--- src/rtl/cipher_pkg.sv ---
// Shared Polybius-sum cipher definitions: FSM encodings and the keyed square lookup,
// used by both the encrypt and decrypt stream blocks.
package cipher_pkg;

    typedef enum logic [1:0] {
        ST_IDLE  = 2'd0,
        ST_KEYS  = 2'd1,
        ST_RUN   = 2'd2,
        ST_FLUSH = 2'd3
    } state_e;

    typedef struct packed {
        logic       invalid;
        logic [7:0] code;
    } code_t;

    // Square keyed with "DANIEL": rows D A N I E / L B C F G / H K M O P / Q R S T U / V W X Y Z.
    // J shares the I cell; anything outside 'A'..'Z' yields code 0 and the invalid flag.
    function automatic code_t poly_lookup(input logic [7:0] ch);
        code_t r;
        r.invalid = 1'b0;
        r.code    = 8'd0;
        case (ch)
            "D": r.code = 8'd11;
            "A": r.code = 8'd12;
            "N": r.code = 8'd13;
            "I": r.code = 8'd14;
            "J": r.code = 8'd14;
            "E": r.code = 8'd15;
            "L": r.code = 8'd21;
            "B": r.code = 8'd22;
            "C": r.code = 8'd23;
            "F": r.code = 8'd24;
            "G": r.code = 8'd25;
            "H": r.code = 8'd31;
            "K": r.code = 8'd32;
            "M": r.code = 8'd33;
            "O": r.code = 8'd34;
            "P": r.code = 8'd35;
            "Q": r.code = 8'd41;
            "R": r.code = 8'd42;
            "S": r.code = 8'd43;
            "T": r.code = 8'd44;
            "U": r.code = 8'd45;
            "V": r.code = 8'd51;
            "W": r.code = 8'd52;
            "X": r.code = 8'd53;
            "Y": r.code = 8'd54;
            "Z": r.code = 8'd55;
            default: r.invalid = 1'b1;
        endcase
        return r;
    endfunction

endpackage

--- src/rtl/polybius_code.sv ---
// Combinational ASCII-to-Polybius code converter.
module polybius_code
    import cipher_pkg::*;
(
    input  logic [7:0] i_w_char,
    output logic [7:0] o_r_code,
    output logic       o_r_invalid
);

    code_t lookup;

    always_comb begin
        lookup      = poly_lookup(i_w_char);
        o_r_code    = lookup.code;
        o_r_invalid = lookup.invalid;
    end

endmodule

--- src/rtl/encrypt_stream.sv ---
// Streaming Polybius-sum encryptor: converts the key once per message, then adds the
// repeating key code to each plaintext code with a one-deep output register.
module encrypt_stream
    import cipher_pkg::*;
#(
    parameter int p_secret_length = 6
) (
    input  logic                         i_w_clk,
    input  logic                         i_w_rst_n,
    input  logic [p_secret_length*8-1:0] i_w_secret,
    input  logic                         i_w_start,
    input  logic [7:0]                   i_w_data,
    input  logic                         i_w_valid,
    input  logic                         i_w_last,
    output logic                         o_r_ready,
    output logic [7:0]                   o_r_cipher,
    output logic                         o_r_valid,
    output logic                         o_r_last,
    input  logic                         i_w_ready,
    output logic                         o_r_busy,
    output logic                         o_r_error
);

    localparam int KW = (p_secret_length > 1) ? $clog2(p_secret_length) : 1;
    localparam logic [KW-1:0] KLAST = KW'(p_secret_length - 1);

    state_e state_q, state_d;
    logic [p_secret_length-1:0][7:0] secret_q, secret_d;
    logic [p_secret_length-1:0][7:0] codes_q, codes_d;
    logic [KW-1:0] kidx_q, kidx_d;
    logic [7:0]    cipher_q, cipher_d;
    logic          valid_q, valid_d, last_q, last_d, error_q, error_d;

    logic [7:0] lk_char, lk_code;
    logic       lk_inv, accept, handoff;

    // One converter is shared: key characters during KEYS, plaintext otherwise.
    // The first key character sits in the top byte, hence the reversed index.
    always_comb lk_char = (state_q == ST_KEYS) ? secret_q[KLAST - kidx_q] : i_w_data;

    polybius_code u_code (
        .i_w_char    (lk_char),
        .o_r_code    (lk_code),
        .o_r_invalid (lk_inv)
    );

    always_ff @(posedge i_w_clk or negedge i_w_rst_n) begin
        if (!i_w_rst_n) state_q <= ST_IDLE;
        else            state_q <= state_d;
    end

    always_comb begin
        state_d = state_q;
        case (state_q)
            ST_IDLE:  if (i_w_start)              state_d = ST_KEYS;
            ST_KEYS:  if (kidx_q == KLAST)        state_d = ST_RUN;
            ST_RUN:   if (accept && i_w_last)     state_d = ST_FLUSH;
            ST_FLUSH: if (valid_q && i_w_ready)   state_d = ST_IDLE;
            default:                              state_d = ST_IDLE;
        endcase
    end

    always_comb begin
        o_r_ready = (state_q == ST_RUN) && (!valid_q || i_w_ready);
        o_r_busy  = (state_q != ST_IDLE);
        accept    = i_w_valid && o_r_ready;
        handoff   = valid_q && i_w_ready;
    end

    always_comb begin
        secret_d = secret_q;
        codes_d  = codes_q;
        kidx_d   = kidx_q;
        cipher_d = cipher_q;
        valid_d  = valid_q;
        last_d   = last_q;
        error_d  = error_q;
        if (state_q == ST_IDLE && i_w_start) begin
            secret_d = i_w_secret;
            error_d  = 1'b0;
            kidx_d   = '0;
        end
        if (state_q == ST_KEYS) begin
            codes_d[kidx_q] = lk_code;
            if (lk_inv) error_d = 1'b1;
            kidx_d = (kidx_q == KLAST) ? '0 : kidx_q + KW'(1);
        end
        if (handoff) begin
            valid_d = 1'b0;
            last_d  = 1'b0;
        end
        // A new accept overrides the handoff clear so back-to-back bytes stream at full rate.
        if (accept) begin
            cipher_d = lk_code + codes_q[kidx_q];
            valid_d  = 1'b1;
            last_d   = i_w_last;
            if (lk_inv) error_d = 1'b1;
            kidx_d   = (kidx_q == KLAST) ? '0 : kidx_q + KW'(1);
        end
    end

    always_ff @(posedge i_w_clk or negedge i_w_rst_n) begin
        if (!i_w_rst_n) begin
            secret_q <= '0;
            codes_q  <= '0;
            kidx_q   <= '0;
            cipher_q <= '0;
            valid_q  <= 1'b0;
            last_q   <= 1'b0;
            error_q  <= 1'b0;
        end else begin
            secret_q <= secret_d;
            codes_q  <= codes_d;
            kidx_q   <= kidx_d;
            cipher_q <= cipher_d;
            valid_q  <= valid_d;
            last_q   <= last_d;
            error_q  <= error_d;
        end
    end

    assign o_r_cipher = cipher_q;
    assign o_r_valid  = valid_q;
    assign o_r_last   = last_q;
    assign o_r_error  = error_q;

endmodule

--- config.mk ---
export PLATFORM = sky130hd
export DESIGN_NAME = encrypt_stream
export DESIGN_NICKNAME = d
export VERILOG_FILES = /design/src/rtl/cipher_pkg.sv /design/src/rtl/polybius_code.sv /design/src/rtl/encrypt_stream.sv
export SDC_FILE = /design/constraint.sdc
export NUM_CORES = 1
export LEC_CHECK = 0
export BUFFER_PORTS_ARGS = -buffer_cell sky130_fd_sc_hd__clkbuf_2
export CAP_MARGIN = 20
export CORE_MARGIN = 10
export CORE_UTILIZATION = 55
export CTS_CLUSTER_SIZE = 24
export DETAILED_ROUTE_END_ITERATION = 16
export PLACE_DENSITY = 0.78
export SYNTH_ARGS = -nofsm -noshare
export SYNTH_HDL_FRONTEND = slang
export SYNTH_SLANG_ARGS = --single-unit
--- constraint.sdc ---
create_clock -name i_w_clk -period 5.51 [get_ports i_w_clk]
set_input_delay 1.653 -clock i_w_clk [delete_from_list [all_inputs] [get_ports i_w_clk]]
set_output_delay 1.653 -clock i_w_clk [all_outputs]
set_load 0.01 [all_outputs]
==> flow_summary_export.csv <==
group,metric,value,unit
floorplan,die_height,116,um
critical_path,crit_top_cell,"a21o_1",
pwr,vdd_drop_max,0.2855,mV
floorplan,io_pins,75,
global_route,antenna_found_initial,0,
sta,setup_viol,0,
critical_path,path_class,"reg2reg",
critical_path,path_max_fanout,18,
pwr,finalPower,3.389,mW
floorplan,die-area,13460,um^2
clock_network,cts-htree-levels,3,
critical_path,start_kind,"flop",
yosys,syn-instance-count,462,
yosys,ys_types,51,
global_route,grt_first_pass_wirelength,18940,um
sta,finalCritPeriodShare,83.60,%
detailed_routing,drt.antenna.violating_nets,0,
sta,setup_slack,903.8,ps
cells_and_area,final_core_util,64.71,%
cells_and_area,final_cell_mix,"dfrtp_1, nand2_1, clkbuf_2, o21ai_0, mux2_2",
detailed_routing,vias_per_cell,5.784,
cells_and_area,nets,604,
sta,fin_skew,16.09,ps
clock_network,post_cts_resize_count,0,
sta,slew_headroom,42.99,%
yosys,avgSynthCellArea,10.97,um^2
placed_design,place.gp.congestion,0.8489,
critical_path,end_kind,"flop",
clock_network,postCtsHoldBufs,0,
run,cap_violations,0,
placed_design,placed_area,5494,um^2
yosys,syn_nets,540,
floorplan,initial_core_util,57.28,%
clock_network,cts_buffers,9,
floorplan,rows,34,
yosys,ys_ff_latch,99,
floorplan,coreArea,8848,um^2
sta,final_hold_viol_count,0,
pwr,p_per_area,592.0,nW/um^2
global_route,grt_max_degree,60,
clock_network,clock_sink_count,99,
yosys,synth_top_cell_by_area,"dfrtp_1",
sta,rsz0062_at_grt,"false",
clock_network,clock_path_buffers,2,
clock_network,post_cts_buffers,0,
sta,fin_hold_ws,486.5,ps
sta,period_minus_slack,4606,ps
clock_network,clk_pin_slew,100,ps
critical_path,path_buf_inv,3,
sta,fin_setup_tns,0,ps
yosys,yosysWarnings,0,
cells_and_area,insertedDiodeCount,0,
yosys,synth_edf_count,0,
cells_and_area,mostFrequentLayoutCell,"dfrtp_1",
yosys,ys_seq_area_share,48.88,%
detailed_routing,vias,3696,
placed_design,placed_cells,623,
critical_path,worstPathRequired,5760,ps
hold_path,hold_path_class,"reg2reg",
detailed_routing,drc,0,
clock_network,cts_tree,"built",
global_route,track_usage,17.49,%
sta,tightest_slew,851.2,ps
global_route,grt_pass1_vias,4006,
status,status,"complete, no violations",
detailed_routing,firstDrtPassIters,5,
yosys,yosys-top-cells-area,"dfrtp_1, mux2_2, nand2_1, o21ai_0, mux4_2",
sta,max_freq,0.2171,GHz
cells_and_area,instances_no_fill,639,
placed_design,dp_hpwl,8078,um
pwr,total_leakage_power,2.682,nW
critical_path,cpPeakStageDelay,680,ps
placed_design,dp_worst_setup_slack,853.1,ps
detailed_routing,drt-initial-drc-count,430,
yosys,synth_top_area_share,48.88,%
yosys,netlist_area,5069,um^2
cells_and_area,fillerInstances,712,
floorplan,fp.dieW,116,um
cells_and_area,fin_area,5725,um^2
clock_network,clk_latency,370,ps
yosys,async_reset_ff_share,100.0,%
global_route,grt_overflow,0,
critical_path,cp_data_arrival_time,4860,ps
placed_design,numPortBuffers,73,
critical_path,critPathSlowestCell,"a31oi_1",
cells_and_area,syn2layout_area_growth,12.96,%
detailed_routing,wl_per_cell,17.34,um
detailed_routing,wl,11080,um
yosys,dominantRegCellSynth,"dfrtp_1",
critical_path,crit_chain,"buf_4, inv_1, ha_1, nor2_1, nand2_1, a31oi_1, nor3_1, a221o_1, a221oi_2, buf_4, nor2_1, ha_1, a21o_1, a21o_1, a21o_1, a21oi_1, xor2_1, o21ai_0",
cells_and_area,layout-drive-gt1-share,32.77,%
clock_network,cts_root_buf,"clkbuf_8",
sta,drv_slew,0,
critical_path,path_delay_family,"compound AO/OA/AOI/OAI gates",
## per-layer routing
layer / GRT usage (%) / part of all wire (%)
met5: 0 / 0
met4: 5.755 / 1.7
met3: 4.548 / 5.7
met2: 29.50 / 50
met1: 21.43 / 42
## cell usage after synthesis, types with 2 or more instances
master,count
dfrtp_1,99
a31oi_2,2
nor3_1,6
mux2i_1,6
o211ai_1,3
a31oi_1,6
nand2b_1,3
o221ai_1,2
o31ai_1,8
a31o_2,5
a221oi_1,2
buf_4,2
xnor2_1,2
mux2_2,53
xor2_1,3
a21oi_1,7
a21o_1,6
clkbuf_1,15
buf_2,4
ha_1,15
nor3b_1,2
o21ai_0,56
nor2b_1,2
nand3_1,8
mux4_2,11
nor2_1,13
a211oi_1,2
buf_1,4
inv_1,13
nand2_1,81
## report_power, final
group          switching (mW)  total (mW)  internal, mW
registers               0.210        1.28          1.07
clock network           0.265       0.538         0.273
logic                   0.843        1.57         0.725
total                    1.32        3.39          2.07
## worst register-to-register path, cell delays in order, from the launching register on
cell and delay (ps):
dfrtp_1 330, buf_4 260, inv_1 120, ha_1 470
nor2_1 330, nand2_1 140, a31oi_1 680, nor3_1 90
a221o_1 300, a221oi_2 260, buf_4 190, nor2_1 60
ha_1 310, a21o_1 180, a21o_1 200, a21o_1 180
a21oi_1 170, xor2_1 150, o21ai_0 80
## kinds of logic (layout without fill, tap and decap cells)
group / Yosys count / count (layout) / synth area share, %
adders and majority gates: 16 / 16 / 4.098
xor gates and xnor gates: 5 / 5 / 0.8641
DFF: 99 / 99 / 48.88
buffers and inverters: 40 / 109 / 3.579
other: 1 / 1 / 0.07398
and+or+nand+nor: 123 / 123 / 10.37
muxes: 71 / 71 / 18.37
AOI/OAI and AO/OA: 107 / 107 / 13.77
## path summary, 6_finish.rpt
check	end	depth (start not counted)	from	slack (ps)
setup reg to reg	o_r_cipher[5]	18	kidx_q[1]	900
max in group asynchronous	secret_q[17]	2	i_w_rst_n	3160
hold / removal	codes_q[40]	2	codes_q[40]	490
hold reg to reg	codes_q[40]	2	codes_q[40]	490
min in group asynchronous	o_r_cipher[1]	1	i_w_rst_n	1320
setup / recovery	o_r_cipher[5]	18	kidx_q[1]	900
## sequential cells by signal, summed over array words and instances, names as in the netlist
name and flops:
o_r_error 1, codes_q 36, o_r_last 1, kidx_q 3, secret_q 48, o_r_valid 1
state_q 2, o_r_cipher 7
## cell type report
class	count	area, um^2	area share [%]
flip-flops and latches	99	2477	43.27
repair buffers	80	420.4	7.343
multi-input cells	323	2412	42.13
inverters	13	48.80	0.8523
clock inverters	6	93.84	1.639
well taps	108	135.1	2.360
clock buffers	10	137.6	2.404
No activity file was read; power rests on OpenSTA's default activity.
